### src/rtl/priority_demux.sv
// rtl/priority_demux.sv - registered one-to-many distributor, lowest enabled destination wins
//
// Optional feature: define PRIORITY_DEMUX_CNT_EN to add the xfer_cnt delivered-beat counter.
//
// Ports:
//   clk       in   rising-edge clock
//   rst       in   synchronous active-high reset
//   din       in   [WIDTH]  input data
//   din_vld   in   input beat valid
//   din_rdy   out  input beat accepted when din_vld & din_rdy
//   dest_en   in   [CNT]    destination enable mask, bit 0 highest priority
//   dout      out  [WIDTH]  shared output data, held while the entry is full
//   dout_vld  out  [CNT]    one-hot per-destination valid
//   dout_rdy  in   [CNT]    per-destination ready
//   xfer_cnt  out  [16]     saturating delivered-beat count (PRIORITY_DEMUX_CNT_EN only)

module priority_demux #(
  parameter int WIDTH = 32,
  parameter int CNT   = 5
) (
  input  logic             clk,
  input  logic             rst,
  input  logic [WIDTH-1:0] din,
  input  logic             din_vld,
  output logic             din_rdy,
  input  logic [CNT-1:0]   dest_en,
  output logic [WIDTH-1:0] dout,
  output logic [CNT-1:0]   dout_vld,
  input  logic [CNT-1:0]   dout_rdy
`ifdef PRIORITY_DEMUX_CNT_EN
  ,
  output logic [15:0]      xfer_cnt
`endif
);

  logic             full;
  logic [CNT-1:0]   sel_q;
  logic [CNT-1:0]   sel_nxt;
  logic [WIDTH-1:0] dout_q;
  logic             drain;
  logic             accept;

  // Two's-complement trick isolates the lowest set bit of the enable mask.
  assign sel_nxt = dest_en & (-dest_en);

  // Only the ready of the destination the held beat is tagged for counts.
  assign drain   = full & (|(sel_q & dout_rdy));

  // Ready passes through from the selected destination so a draining entry
  // can be refilled in the same cycle; no destination means the beat waits.
  assign din_rdy = (|dest_en) & (~full | drain);
  assign accept  = din_vld & din_rdy;

  always_ff @(posedge clk) begin
    if (rst) begin
      full   <= 1'b0;
      sel_q  <= '0;
      dout_q <= '0;
    end else if (accept) begin
      full   <= 1'b1;
      sel_q  <= sel_nxt;
      dout_q <= din;
    end else if (drain) begin
      full   <= 1'b0;
    end
  end

  assign dout     = dout_q;
  assign dout_vld = sel_q & {CNT{full}};

`ifdef PRIORITY_DEMUX_CNT_EN
  logic [15:0] cnt_q;

  always_ff @(posedge clk) begin
    if (rst) begin
      cnt_q <= '0;
    end else if (drain && (cnt_q != 16'hFFFF)) begin
      cnt_q <= cnt_q + 16'd1;
    end
  end

  assign xfer_cnt = cnt_q;
`endif

endmodule

### config.mk
export PLATFORM = sky130hd
export DESIGN_NAME = priority_demux
export DESIGN_NICKNAME = d
export VERILOG_FILES = /design/src/rtl/priority_demux.sv
export SDC_FILE = /design/constraint.sdc
export NUM_CORES = 1
export LEC_CHECK = 0
export CORE_MARGIN = 2
export CORE_UTILIZATION = 35
export DETAILED_ROUTE_END_ITERATION = 7
export GPL_TIMING_DRIVEN = 0
export HOLD_SLACK_MARGIN = 0.15
export PLACE_DENSITY = 0.82
export REMOVE_ABC_BUFFERS = 1
export SYNTH_ARGS = -nofsm -noshare
export SYNTH_HDL_FRONTEND = slang
export SYNTH_SLANG_ARGS = --single-unit
### constraint.sdc
create_clock -name clk -period 1.35 [get_ports clk]
set_input_delay 0.2025 -clock clk [delete_from_list [all_inputs] [get_ports clk]]
set_output_delay 0.2025 -clock clk [all_outputs]
set_load 0.01 [all_outputs]
==> results of run 1 <==
[placed cells by master (no fill, tap or decap), drive strengths merged]
cell	count
and2	5
o31ai	1
o32ai	1
clkdlybuf4s50	39
a211oi	1
mux2i	32
o21ai	3
a22o	2
nor2	4
inv	3
buf	13
nand4b	1
or3	1
clkbuf	12
dlymetal6s2s	3
nand3b	1
dlygate4sd2	34
o31a	1
a21oi	4
clkinv	1
dfxtp	38
a21bo	1
o21a	1
nand2	65
or4	1
nand3	1
clkdlybuf4s15	3
[final cells by class]
type	instances	share of cell area [%]
clock inverters	1	0.182
well taps	52	2.37
flip-flops and latches	38	27.8
multi-input cells	126	30.0
repair buffers	97	36.0
clock buffers	7	3.15
inverters	3	0.411
[sequential cells by signal, summed over array words and instances (netlist names)]
register,cells
sel_q,5
full,1
dout,32
[routing by layer]
layer	GRT usage, %	vias to the layer above	part of all wire, %
met5	0	-	0
met3	5.06	5	7.3
li1	-	769	-
met4	6.29	0	1.1
met1	18.3	668	44
met2	25.7	47	48
[worst max-delay path by stage]
stage	startpoint	end	slack (ps)	depth (start not counted)
floorplan	full	dout[0]	-850	4
global placement	dout_rdy[2]	dout[17]	-1700	5
detailed placement	dest_en[0]	din_rdy	-820	5
CTS	sel_q[2]	din_rdy	-330	5
global route	full	din_rdy	-370	5
finish	dout_rdy[0]	din_rdy	-330	6
[power by group]
group / total, mW / switching, mW / internal (mW) / leakage [nW]
combinational: 0.654 / 0.272 / 0.383 / 0.922
sequential: 1.25 / 0.0404 / 1.21 / 0.313
clock: 0.795 / 0.383 / 0.412 / 0.0482
total: 2.70 / 0.695 / 2.00 / 1.28
[cells by family after synthesis]
logic type	Yosys count
compound gates	15
mux	32
simple gates	79
flops	38
buf+inv	13
[through the flow]
stage	setup TNS (ps)	cells	power (mW)	cell area, um^2
2_1_floorplan	-28700	167	1.52	1550
6_report	-8210	324	2.70	2740
4_1_cts	-9680	317	2.64	2580
5_1_grt	-10720	324	2.84	2740
3_5_place_dp	-24190	303	1.87	2480
3_3_place_gp	-58980	301	1.85	2430
[timing repair]
item,4_1_cts,5_1_grt
endpoints found under the setup margin,76,43
hold buffers,0,0
cloned,0,4
gates resized for setup,51,19
endpoints found under the hold margin,0,0
pin swaps,4,7
setup buffers,6,3
[critical path: stages]
cell and delay [ps]:
clkdlybuf4s50_1 410, a22o_1 290, or3_4 350, inv_2 60, nor2_1 40, buf_2 130
==> out/metrics.cfg, run 1 <==
[status]
status = finished with violations
violations = negative setup slack

[clock_tree]
cts_root_buffer = clkbuf_8
cts_buffer_depth = 2
cts_htree_levels = 2
cts_buffers = 5
clkSlewWorstSetupHoldPaths_ps = 70
clock-sinks = 38
cts_tree = built
clk_latency_ps = 280

[die]
core_area_um2 = 4380
start_util_pct = 36.7
rows = 24
dieArea_um2 = 5150
die_h_um = 71.8
die_w_um = 71.8
io_pins = 83

[synth]
yosys-top-cells-count = nand2_1, dfxtp_1, mux2i_1
synthAdderAreaFrac_pct = 0
yosysSeqAreaShare_pct = 47.3
yosysMostFrequentCell = nand2_1
synth_compound_area_share_pct = 7.24
syn_inst = 177
ys_ff_latch = 38
synth_simple_gate_area_share_pct = 21.1
ys.warnings.count = 0
synth_area_um2 = 1610
synthMuxAreaShare_pct = 19.9
async_flop_share_pct = 0
synth_flop_cell = dfxtp_1
synth_top_area_share_pct = 47.3
yosysUniqueCellTypes = 24
synth-edff-count = 0
synth_xor_area_share_pct = 0
synth_top_family_by_area = simple AND/OR/NAND/NOR gates
syn_avg_cell_area_um2 = 9.08
synth_top_area_cell = dfxtp_1
yosys-top-cells-area = dfxtp_1, mux2i_1, nand2_1

[timing]
post-route-min-period_ps = 1680
hold_viol = 0
fmaxAchievable_ghz = 0.594
clock_skew_ps = 5.15
grt_setup_unrepaired = true
finalWorstSetupSlack_ps = -334
final_max_slew_viol_count = 0
maxSlewHeadroom_pct = 75.6
setup_violations = 39
finalCritPeriodShare_pct = 125
worst_pin_slew_ps = 365
holdWs_ps = 229

[setup_path]
worstPathRequired_ps = 1150
regToRegSetupSlack_ps = -250
r2r_end = dout[31]
r2r_start = sel_q[2]
crit_fanout = 3
cp_data_arrival_time_ps = 1480
crit_path_start_kind = input port
path_class = in -> out
endpoint_kind = output port
rr_worst_depth = 6

[power_and_ir_drop]
vdd_ir_drop_max_mv = 0.522
p_leak_nw = 1.28
powerDensity_nw_per_um2 = 983

[detailed_routing]
wl_um = 4140
vias_per_cell = 4.60
ant_nets = 0
route.detailed.drc = 0
drt-pass1-iter-count = 4
vias = 1489
wl_per_cell_um = 12.8
drtIter0Drc = 47

[finish]
utilization_pct = 62.6
drive_gt1_share_pct = 15.1
n_antenna_cell = 0
syn2layout_area_growth_pct = 70.6
seq_area_um2 = 763
finish.net_count = 316
fill_cells = 395
multi_input_area_um2 = 823

[placement]
routabilityCongestion = 0.782
pre_cts_ws_ps = -820
io_buffers = 82
dp_hpwl_um = 2670

[worst_hold_path]
whs_path_depth = 3
hp-start = dest_en[2]
min_to = sel_q[2]
min_path_type = in -> reg

[global_routing]
grt_pass1_vias = 1415
grt_pass1_wl_um = 6320
grt_max_degree = 46
grtUsageTotal_pct = 15.5
grt-ovfl-total = 0
antenna_found_initial = 0

[run]
maxCapViolCount = 0

(Power assumes the default switching activity.)
==> run 2: changes to the inputs <==
HOLD_SLACK_MARGIN = not set   (was 0.15)
==> results of run 2 <==
Same layout as run 1: the final DEF is identical, and so are final timing and power.
==> run 3: changes to the inputs <==
MAX_ROUTING_LAYER = met4   (was not set)
==> out/metrics.cfg, run 3 (same netlist as run 1, synthesis figures left out) <==
[detailed_routing]
drt-pass1-iter-count = 4  ; unchanged
ant_nets = 0  ; unchanged
vias = 1492  ; +0.20%
route.detailed.drc = 0  ; unchanged
vias_per_cell = 4.60  ; +0.20%
wl_per_cell_um = 12.8  ; +0.29%
wl_um = 4150  ; +0.29%
drtIter0Drc = 36  ; -23%

[global_routing]
antenna_found_initial = 0  ; unchanged
grt_max_degree = 46  ; unchanged
grt-ovfl-total = 0  ; unchanged
grt_pass1_wl_um = 6330  ; +0.11%
grtUsageTotal_pct = 15.9  ; +0.46 points
grt_pass1_vias = 1414  ; -0.071%

[setup_path]
endpoint_kind = output port
rr_worst_depth = 6  ; unchanged
worstPathRequired_ps = 1150  ; about the same
crit_path_start_kind = input port
cp_data_arrival_time_ps = 1480  ; about the same
path_class = in -> out
crit_fanout = 3  ; unchanged

[clock_tree]
cts_buffers = 5  ; unchanged
clk_latency_ps = 280  ; about the same
clkSlewWorstSetupHoldPaths_ps = 70  ; about the same
cts_htree_levels = 2  ; unchanged
cts_root_buffer = clkbuf_8
cts_buffer_depth = 2  ; unchanged
clock-sinks = 38  ; unchanged
cts_tree = built

[finish]
largest_register_ffs = 32  ; unchanged
design_area_um2 = 2740  ; unchanged
syn2layout_area_growth_pct = 70.6  ; unchanged
drive_gt1_share_pct = 15.1  ; unchanged
finish.net_count = 316  ; unchanged
fill_cells = 395  ; unchanged
n_antenna_cell = 0  ; unchanged
mostFrequentLayoutCell = nand2_1
layout_common_cells = nand2_1, clkdlybuf4s50_1, dfxtp_1
final_cells = 324  ; unchanged

[timing]
hold_viol = 0  ; unchanged
final_max_slew_viol_count = 0  ; unchanged
clock_skew_ps = 5.36  ; +0.210 ps
finalCritPeriodShare_pct = 125  ; unchanged
fmaxAchievable_ghz = 0.594  ; unchanged
post-route-min-period_ps = 1680  ; unchanged
grt_setup_unrepaired = true
worst_pin_slew_ps = 376  ; +11.1 ps
finalWorstSetupSlack_ps = -334  ; unchanged
maxSlewHeadroom_pct = 74.9  ; -0.74 points
setup_violations = 39  ; unchanged

[die]
core_area_um2 = 4380  ; unchanged
io_pins = 83  ; unchanged
rows = 24  ; unchanged
die_w_um = 71.8  ; unchanged
start_util_pct = 36.7  ; unchanged
die_h_um = 71.8  ; unchanged
dieArea_um2 = 5150  ; unchanged

[status]
status = finished with violations
violations = negative setup slack

[power_and_ir_drop]
vdd_ir_drop_max_mv = 0.522  ; about the same
p_leak_nw = 1.28  ; unchanged
powerDensity_nw_per_um2 = 983  ; about the same

[placement]
io_buffers = 82  ; unchanged
placed_cell_area_um2 = 2480  ; unchanged
dp_hpwl_um = 2670  ; unchanged
dp.cells = 303  ; unchanged
pre_cts_ws_ps = -820  ; unchanged
routabilityCongestion = 0.793  ; +1.4%

[worst_hold_path]
min_path_type = in -> reg
whs_path_depth = 3  ; unchanged

[run]
maxCapViolCount = 0  ; unchanged

run 3: cell counts in the layout (fill, tap and decap cells not counted):
Identical to the previous run, type by type.
run 3: layout make-up:
| type | instances | area [um^2] | share of cell area [%] |
|---|---|---|---|
| repair buffers | 97 | 988 | 36.0 |
| clock buffers | 7 | 86.3 | 3.15 |
| flip-flops and latches | 38 | 763 | 27.8 |
| multi-input cells | 126 | 823 | 30.0 |
| clock inverters | 1 | 5.00 | 0.182 |
| inverters | 3 | 11.3 | 0.411 |
| well taps | 52 | 65.1 | 2.37 |
run 3: worst paths after layout:
check / start / slack [ps] / endpoint
setup / recovery: dout_rdy[0] / -330 / din_rdy
setup reg to reg: sel_q[2] / -250 / dout[31]
hold / removal: dest_en[2] / 230 / sel_q[2]
hold reg to reg: dout[11] / 460 / dout[11]
run 3: power by group:
part / internal, mW / total [mW] / switching [mW]
logic: 0.383 / 0.655 / 0.272
clock network: 0.412 / 0.794 / 0.382
registers: 1.21 / 1.25 / 0.0407
run 3: timing repair:
| item | CTS | global route |
|---|---|---|
| gates cloned | 0 | 4 |
| hold buffers | 0 | 0 |
| gates resized for setup | 51 | 19 |
| pin swaps | 4 | 7 |
| buffers inserted | 6 | 3 |
| setup endpoints to repair | 76 | 43 |
run 3: layer usage:
metal | GRT usage, % | routed length [um] | part of all wire (%) | vias to the layer above
met4 | 6.29 | 53 | 1.3 | 0
met1 | 18.9 | 1870 | 45 | 672
met5 | - | 0 | 0 | -
met2 | 25.7 | 1980 | 48 | 47
li1 | - | - | - | 768
met3 | 4.22 | 242 | 5.8 | 5
run 3: worst max-delay path, cell delays in order:
cell             delay [ps]
clkdlybuf4s50_1         410
a22o_1                  290
or3_4                   350
inv_2                    60
nor2_1                   40
buf_2                   130
run 3: through the flow:
step	utilization [%]	setup TNS, ps	hold WS, ps	total power, mW
floorplan	-	-28700	272	1.52
global placement	55.5	-58980	441	1.85
detailed placement	56.5	-24190	448	1.87
CTS	58.9	-9680	350	2.64
global route	62.6	-10720	256	2.84
finish	62.6	-8380	229	2.69
